--- config.mk ---
export PLATFORM = sky130hd
export DESIGN_NAME = mux_scan_serializer
export DESIGN_NICKNAME = d
export VERILOG_FILES = /design/src/rtl/mux_scan_serializer_pkg.sv /design/src/rtl/mux_scan_serializer_bit_period_counter.sv /design/src/rtl/mux_scan_serializer.sv
export SDC_FILE = /design/constraint.sdc
export NUM_CORES = 1
export LEC_CHECK = 0
export CAP_MARGIN = 10
export CELL_PAD_IN_SITES_DETAIL_PLACEMENT = 0
export CELL_PAD_IN_SITES_GLOBAL_PLACEMENT = 2
export CORE_MARGIN = 4
export CORE_UTILIZATION = 26
export CTS_CLUSTER_SIZE = 14
export DETAILED_ROUTE_END_ITERATION = 12
export PLACE_DENSITY_LB_ADDON = 0.1
export SLEW_MARGIN = 10
export SYNTH_ARGS = -nofsm -noshare
export SYNTH_HDL_FRONTEND = slang
export SYNTH_SLANG_ARGS = --single-unit
--- constraint.sdc ---
create_clock -name clk -period 3.95 [get_ports clk]
set_input_delay 0.5925 -clock clk [delete_from_list [all_inputs] [get_ports clk]]
set_output_delay 0.5925 -clock clk [all_outputs]
set_load 0.005 [all_outputs]
--- src/rtl/mux_scan_serializer_pkg.sv ---
// Shared constants, state encoding and sizing helper for the mux scan serializer.
// Imported by the top and the bit-period counter.
package mux_scan_serializer_pkg;

  localparam int N_CH  = 4;
  localparam int SEL_W = 2;

  typedef enum logic {
    IDLE = 1'b0,
    SCAN = 1'b1
  } state_t;

  // Hold counter only needs to reach BIT_CYCLES-1; keep at least one bit.
  function automatic int hold_cnt_w(input int bit_cycles);
    return (bit_cycles > 1) ? $clog2(bit_cycles) : 1;
  endfunction

endpackage

--- src/rtl/mux_scan_serializer_bit_period_counter.sv ---
// Counts the cycles a select value is held; tc marks the final hold cycle.
// Counts up from 0 and wraps to 0 on the cycle after tc.
module mux_scan_serializer_bit_period_counter
  import mux_scan_serializer_pkg::*;
#(
  parameter int BIT_CYCLES = 1
) (
  input  logic clk,
  input  logic rst_n,
  input  logic clear,
  input  logic enable,
  output logic tc
);

  localparam int CW = hold_cnt_w(BIT_CYCLES);
  localparam logic [CW-1:0] LAST_CNT = CW'(BIT_CYCLES - 1);

  logic [CW-1:0] cnt_q;
  logic [CW-1:0] cnt_d;

  assign tc = (cnt_q == LAST_CNT);

  always_comb begin
    cnt_d = cnt_q;
    if (clear) begin
      cnt_d = '0;
    end else if (enable) begin
      cnt_d = tc ? '0 : cnt_q + CW'(1);
    end
  end

  always_ff @(posedge clk or negedge rst_n) begin
    if (!rst_n) begin
      cnt_q <= '0;
    end else begin
      cnt_q <= cnt_d;
    end
  end

endmodule

--- src/rtl/mux_scan_serializer.sv ---
// Parallel-to-serial controller driving a 4:1 mux: latches a word onto W,
// steps S through 00..11 and registers the fed-back mux output as a bit stream.
module mux_scan_serializer
  import mux_scan_serializer_pkg::*;
#(
  parameter int BIT_CYCLES = 1
) (
  input  logic       clk,
  input  logic       rst_n,
  input  logic       load_valid,
  output logic       load_ready,
  input  logic [0:3] load_data,
  output logic [0:3] word,
  output logic [1:0] sel,
  input  logic       mux_f,
  output logic       ser_data,
  output logic       ser_valid,
  output logic       ser_last,
  output logic       busy
);

  localparam logic [SEL_W-1:0] LAST_SEL = SEL_W'(N_CH - 1);

  state_t           state_q, state_d;
  logic [0:3]       word_q, word_d;
  logic [SEL_W-1:0] sel_q, sel_d;
  logic             ser_data_q, ser_data_d;
  logic             ser_valid_q, ser_valid_d;
  logic             ser_last_q, ser_last_d;

  logic tc;
  logic bit_end;
  logic accept;

  mux_scan_serializer_bit_period_counter #(
    .BIT_CYCLES(BIT_CYCLES)
  ) u_bit_period_counter (
    .clk   (clk),
    .rst_n (rst_n),
    .clear (accept),
    .enable(state_q == SCAN),
    .tc    (tc)
  );

  // Ready in the last hold cycle of the last bit lets a new word follow with no bubble.
  assign load_ready = (state_q == IDLE) || (tc && (sel_q == LAST_SEL));
  assign accept     = load_valid && load_ready;
  assign bit_end    = (state_q == SCAN) && tc;

  always_comb begin
    state_d     = state_q;
    word_d      = word_q;
    sel_d       = sel_q;
    ser_data_d  = ser_data_q;
    ser_valid_d = 1'b0;
    ser_last_d  = 1'b0;

    if (bit_end) begin
      ser_data_d  = mux_f;
      ser_valid_d = 1'b1;
      ser_last_d  = (sel_q == LAST_SEL);
      sel_d       = sel_q + SEL_W'(1);
      if (sel_q == LAST_SEL) begin
        state_d = IDLE;
      end
    end

    if (accept) begin
      word_d  = load_data;
      sel_d   = '0;
      state_d = SCAN;
    end
  end

  always_ff @(posedge clk or negedge rst_n) begin
    if (!rst_n) begin
      state_q     <= IDLE;
      word_q      <= '0;
      sel_q       <= '0;
      ser_data_q  <= 1'b0;
      ser_valid_q <= 1'b0;
      ser_last_q  <= 1'b0;
    end else begin
      state_q     <= state_d;
      word_q      <= word_d;
      sel_q       <= sel_d;
      ser_data_q  <= ser_data_d;
      ser_valid_q <= ser_valid_d;
      ser_last_q  <= ser_last_d;
    end
  end

  assign word      = word_q;
  assign sel       = sel_q;
  assign ser_data  = ser_data_q;
  assign ser_valid = ser_valid_q;
  assign ser_last  = ser_last_q;
  assign busy      = (state_q == SCAN);

endmodule

==> results.ini, run 1 <==
[status]
outcome = finished, final reports clean

[yosys]
yosys_warnings = 0
netlist_instances = 25
synth_area_leaders = dfrtp_1, mux2_4, nand2b_4
ys_ff_latch = 10
synth_top_area_cell = dfrtp_1
yosysSeqAreaShare = 0.612
synth_top_area_frac = 0.612
syn-cell-area_um2 = 409
syn-num-nets = 34
syn_avg_cell_area_um2 = 16.4
netlist-cell-type-count = 12

[die]
rows = 14
die_h_um = 47.7
io_pins = 19
die_x_um = 47.7
initial_core_util = 0.275
dieArea_um2 = 2270
core_area_um2 = 1490

[layout]
mostFrequentLayoutCells = clkdlybuf4s50_1, dfrtp_1, mux2_4, clkbuf_4, o22ai_1
syn2layout_area_growth_pct = 57.8
stdcell_count = 63
mostFrequentLayoutCell = clkdlybuf4s50_1
drive_gt1_frac = 0.255
num_antenna_cells = 0
fin_nets = 57
fillers = 135
fin_area_um2 = 646

[cts]
cts_root_buffer = clkbuf_4
cts.reportedPaths.clkPinSlew_ns = 0.07
cts_resized = 0
cts_tree = yes
cts_htree_levels = 1
clockBufferDepth = 2
clock_sink_count = 10
postCtsSetupRepairBufs = 0
numCtsBuffers = 3
ctsHoldBuffers = 0
clock_latency_ns = 0.27

[routing]
firstDrtPassIters = 1
ant_nets = 0
drc_errors = 0
num_vias = 278
drt_iter0_markers = 0
wl_per_cell_um = 14.4
routed_wl_um = 910
avgViaCountPerCell = 4.41

[sta]
hold_violations = 0
slew_headroom = 0.705
rsz0062_at_grt = no
fmax_mhz = 456
layout_min_cycle_time_ns = 2.19
finalCritPeriodShare = 0.555
tns_ns = 0
worstMarginPinSlew_ns = 0.441
maxSlewViolCount = 0
fin_skew_ns = 0.00302
setup_viol_count_final = 0

[worst_hold_path]
holdPathStages = 1
hold_path_class = flop to flop
min_from = word[1]
hold_path_end = word[1]

[worst_setup_path]
r2r-start = sel[0]
required_ns = 3.36
reg2regPathDepth = 4
arrival_ns = 1.60
reg2reg_slack_ns = 2.55
cp-start-kind = flop
crit_fanout = 4
crit_type = flop to output pin
r2r_end = word[0]
worstSetupEndpointType = output pin

[place]
placedCellCount = 59
port_buffers = 18
dpl_cell_area_um2 = 609
gp_routability_congestion = 0.708
dp_hpwl_um = 700

[grt]
grt_antenna_before_repair = 0
grt_use_total = 0.0978
grt_pass1_vias = 324
grt_max_degree = 11
grt_pass1_wl_mm = 1.41
grt_overflow_total = 0

[power_and_ir_drop]
p_leak_nw = 0.294
power_mw = 0.542
power_density_nw_per_um2 = 839
vdd_drop_max_uv = 264

[flow_run]
drv_cap = 0

==> cell families (layout without fill, tap and decap cells) <==
kind of cell | after synthesis | in the layout | share of synthesized area
compound gates | 2 | 2 | 0.0306
xor+xnor | 1 | 1 | 0.0214
fa+ha+maj | 1 | 1 | 0.0306
buf+inv | 0 | 22 | 0
flops | 10 | 10 | 0.612
mux | 6 | 6 | 0.199
simple gates | 5 | 5 | 0.107
==> sequential cells by signal, indices dropped and copies added (netlist names) <==
| signal | count |
|---|---|
| ser_last | 1 |
| ser_valid | 1 |
| sel | 2 |
| word | 4 |
| ser_data | 1 |
| busy | 1 |
==> layout make-up <==
cell class                      count  area (um^2)  area share
Timing Repair Buffer               18          180       0.279
Sequential cell                    10          250       0.388
Multi-Input combinational cell     15          159       0.246
Tap cell                           16         20.0      0.0310
Clock buffer                        4         36.3      0.0562
==> cells in the mapped netlist <==
master	instances
nand2_4	1
and2_2	1
mux2i_1	1
nand2b_4	1
ha_1	1
mux2_4	4
dfrtp_1	10
xnor2_1	1
mux2_2	1
or2b_1	1
o22ai_1	2
nand2_1	1
==> report_power, final <==
group	leakage, nW	internal [mW]	switching (mW)	total (mW)
clock network	0.0210	0.0560	0.0370	0.0930
logic	0.158	0.179	0.0833	0.262
registers	0.115	0.150	0.0365	0.186
total	0.294	0.385	0.157	0.542
==> how the worst max path moves through the flow <==
stage | endpoint | slack, ns | from | cells after the start
final | load_ready | 1.76 | sel[0] | 3
after floorplan | load_ready | 2.57 | sel[0] | 2
after CTS | load_ready | 1.74 | sel[0] | 3
after detailed placement | load_ready | 2.06 | sel[0] | 3
after global placement | load_ready | 2.12 | sel[0] | 3
after global routing | load_ready | 1.69 | sel[0] | 3
==> critical path, stage by stage (launching register included) <==
cell and delay (ns):
dfrtp_1 0.42, ha_1 0.23, nand2b_4 0.17, clkdlybuf4s50_1 0.51
==> per-stage QoR <==
stage                     worst slack (ns)   util  hold slack [ns]
after floorplan                       2.57      -            0.297
after CTS                             1.74  0.434            0.512
after global placement                2.12  0.409            0.491
after global routing                  1.69  0.434            0.520
final                                 1.76  0.434            0.509
after detailed placement              2.06  0.409            0.495
==> metal layers <==
metal | vias to the layer above | track usage | wire length, um
met1 | 134 | 0.102 | 368
met3 | 0 | 0.0677 | 73
met2 | 13 | 0.158 | 468
li1 | 131 | - | -
met4 | 0 | 0.0323 | 0
met5 | - | 0 | 0
(Power assumes the default switching activity.)
==> run 2, diff against run 1 <==
CORE_UTILIZATION = 22   (was 26)
clock period = 1.95 ns   (was 3.95 ns; I/O delays follow)
==> results.ini, run 2 (synthesized netlist as in run 1, its figures left out) <==
[status]
outcome = finished, final reports clean  ; unchanged

[grt]
grt_use_total = 0.0823  ; was 0.0978
grt_pass1_wl_mm = 1.52  ; was 1.41 mm
grt_max_degree = 11  ; unchanged
grt_overflow_total = 0  ; unchanged
grt_pass1_vias = 308  ; was 324
grt_antenna_before_repair = 0  ; unchanged

[routing]
avgViaCountPerCell = 3.89  ; was 4.41
wl_per_cell_um = 12.8  ; was 14.4 um
drt_iter0_markers = 2  ; was 0
firstDrtPassIters = 3  ; was 1
routed_wl_um = 931  ; was 910 um
drc_errors = 0  ; unchanged
num_vias = 284  ; was 278
ant_nets = 0  ; unchanged

[layout]
mostFrequentLayoutCell = clkdlybuf4s50_1  ; unchanged
drive_gt1_frac = 0.271  ; was 0.255
syn2layout_area_growth_pct = 62.4  ; was 57.8%
post-route-util = 0.381  ; was 0.434
mostFrequentLayoutCells = clkdlybuf4s50_1, dfrtp_1, mux2_4, clkbuf_4, o22ai_1  ; unchanged
num_antenna_cells = 0  ; unchanged
largest_reg_flops = 4  ; unchanged
fin_nets = 58  ; was 57

[worst_setup_path]
cpLargestDelayFamily = buffers and inverters  ; unchanged
cp_slowest_stage_delay_ns = 0.46  ; was 0.51 ns
arrival_ns = 1.55  ; was 1.60 ns
crit_fanout = 4  ; unchanged
path_buf_inv = 1  ; unchanged
cp_slowest_cell = clkdlybuf4s50_1  ; unchanged
cp_cell_sequence = ha_1 > nand2b_4 > clkdlybuf4s50_1  ; unchanged
cp-start-kind = flop  ; unchanged
worstSetupEndpointType = output pin  ; unchanged
required_ns = 1.66  ; was 3.36 ns
crit_type = flop to output pin  ; unchanged

[sta]
setup_viol_count_final = 0  ; unchanged
layout_min_cycle_time_ns = 1.85
fin_skew_ns = 0.00663  ; was 0.00302 ns
maxSlewViolCount = 0  ; unchanged
finalCritPeriodShare = 0.947
tns_ns = 0  ; unchanged
rsz0062_at_grt = no  ; unchanged
hold_violations = 0  ; unchanged
worstMarginPinSlew_ns = 0.455  ; was 0.441 ns
hold_slack_ns = 0.337  ; was 0.509 ns
fmax_mhz = 542
slew_headroom = 0.696  ; was 0.705

[power_and_ir_drop]
vdd_drop_max_uv = 643  ; was 264 uV
power_density_nw_per_um2 = 1660  ; was 839 nW/um^2
p_leak_nw = 0.299  ; was 0.294 nW

[place]
dp_hpwl_um = 700  ; about the same
port_buffers = 18  ; unchanged
gp_routability_congestion = 0.675  ; was 0.708

[worst_hold_path]
hold_path_class = primary input to asynchronous set/reset pin  ; was flop to flop

[cts]
cts_resized = 0  ; unchanged
clock_latency_ns = 0.27  ; about the same
cts_root_buffer = clkbuf_4  ; unchanged
clock_sink_count = 10  ; unchanged
cts.reportedPaths.clkPinSlew_ns = 0.07  ; about the same
postCtsSetupRepairBufs = 0  ; unchanged
clockBufferDepth = 2  ; unchanged
numCtsBuffers = 3  ; unchanged
ctsHoldBuffers = 0  ; unchanged
cts_tree = yes  ; unchanged
cts_htree_levels = 1  ; unchanged

[die]
core_area_um2 = 1750  ; was 1490 um^2
initial_core_util = 0.234  ; was 0.275
die_x_um = 51.1  ; was 47.7 um
dieArea_um2 = 2610  ; was 2270 um^2
die_h_um = 51.1  ; was 47.7 um
io_pins = 19  ; unchanged
rows = 15  ; was 14

[flow_run]
drv_cap = 0  ; unchanged

## run 2: cell count changes in the layout (fill, tap and decap cells not counted)
cell   change
buf_4      +1
## run 2: layout make-up
class | instances | area, um^2
clock buffer | 4 | 36.3
fill | 172 | 1080
multi-input combinational | 15 | 159
sequential | 10 | 250
tap | 25 | 31.3
timing repair buffer | 19 | 188
## run 2: final timing paths
check	slack (ns)	startpoint	endpoint	cells after the start
max	0.10	sel[0]	load_ready	3
max reg2reg	0.58	sel[0]	word[1]	4
max in group asynchronous	1.29	rst_n	ser_data	1
min in group clk	0.51	word[1]	word[1]	1
min	0.34	rst_n	word[0]	1
min reg2reg	0.51	word[1]	word[1]	1
## run 2: power by group
part	switching (mW)	leakage, nW	internal, mW
Clock	0.0731	0.0210	0.113
Sequential	0.0720	0.115	0.304
Combinational	0.165	0.162	0.374
## run 2: per-stage QoR
step | std cells | setup WS, ns | area (um^2) | power, mW
after detailed placement | 68 | 0.369 | 621 | 0.910
after global routing | 73 | 0.00826 | 664 | 1.19
final | 73 | 0.104 | 664 | 1.10
after floorplan | 25 | 0.640 | 409 | 0.630
after CTS | 72 | 0.0553 | 657 | 1.11
after global placement | 68 | 0.415 | 621 | 0.894
## run 2: routing by layer
| layer | part of all wire | vias up | track usage | routed length, um |
|---|---|---|---|---|
| met2 | 0.44 | 14 | 0.107 | 408 |
| met5 | 0 | - | 0 | 0 |
| met4 | 0 | 0 | 0.0538 | 0 |
| met1 | 0.44 | 137 | 0.101 | 411 |
| li1 | - | 133 | - | - |
| met3 | 0.12 | 0 | 0.0466 | 110 |
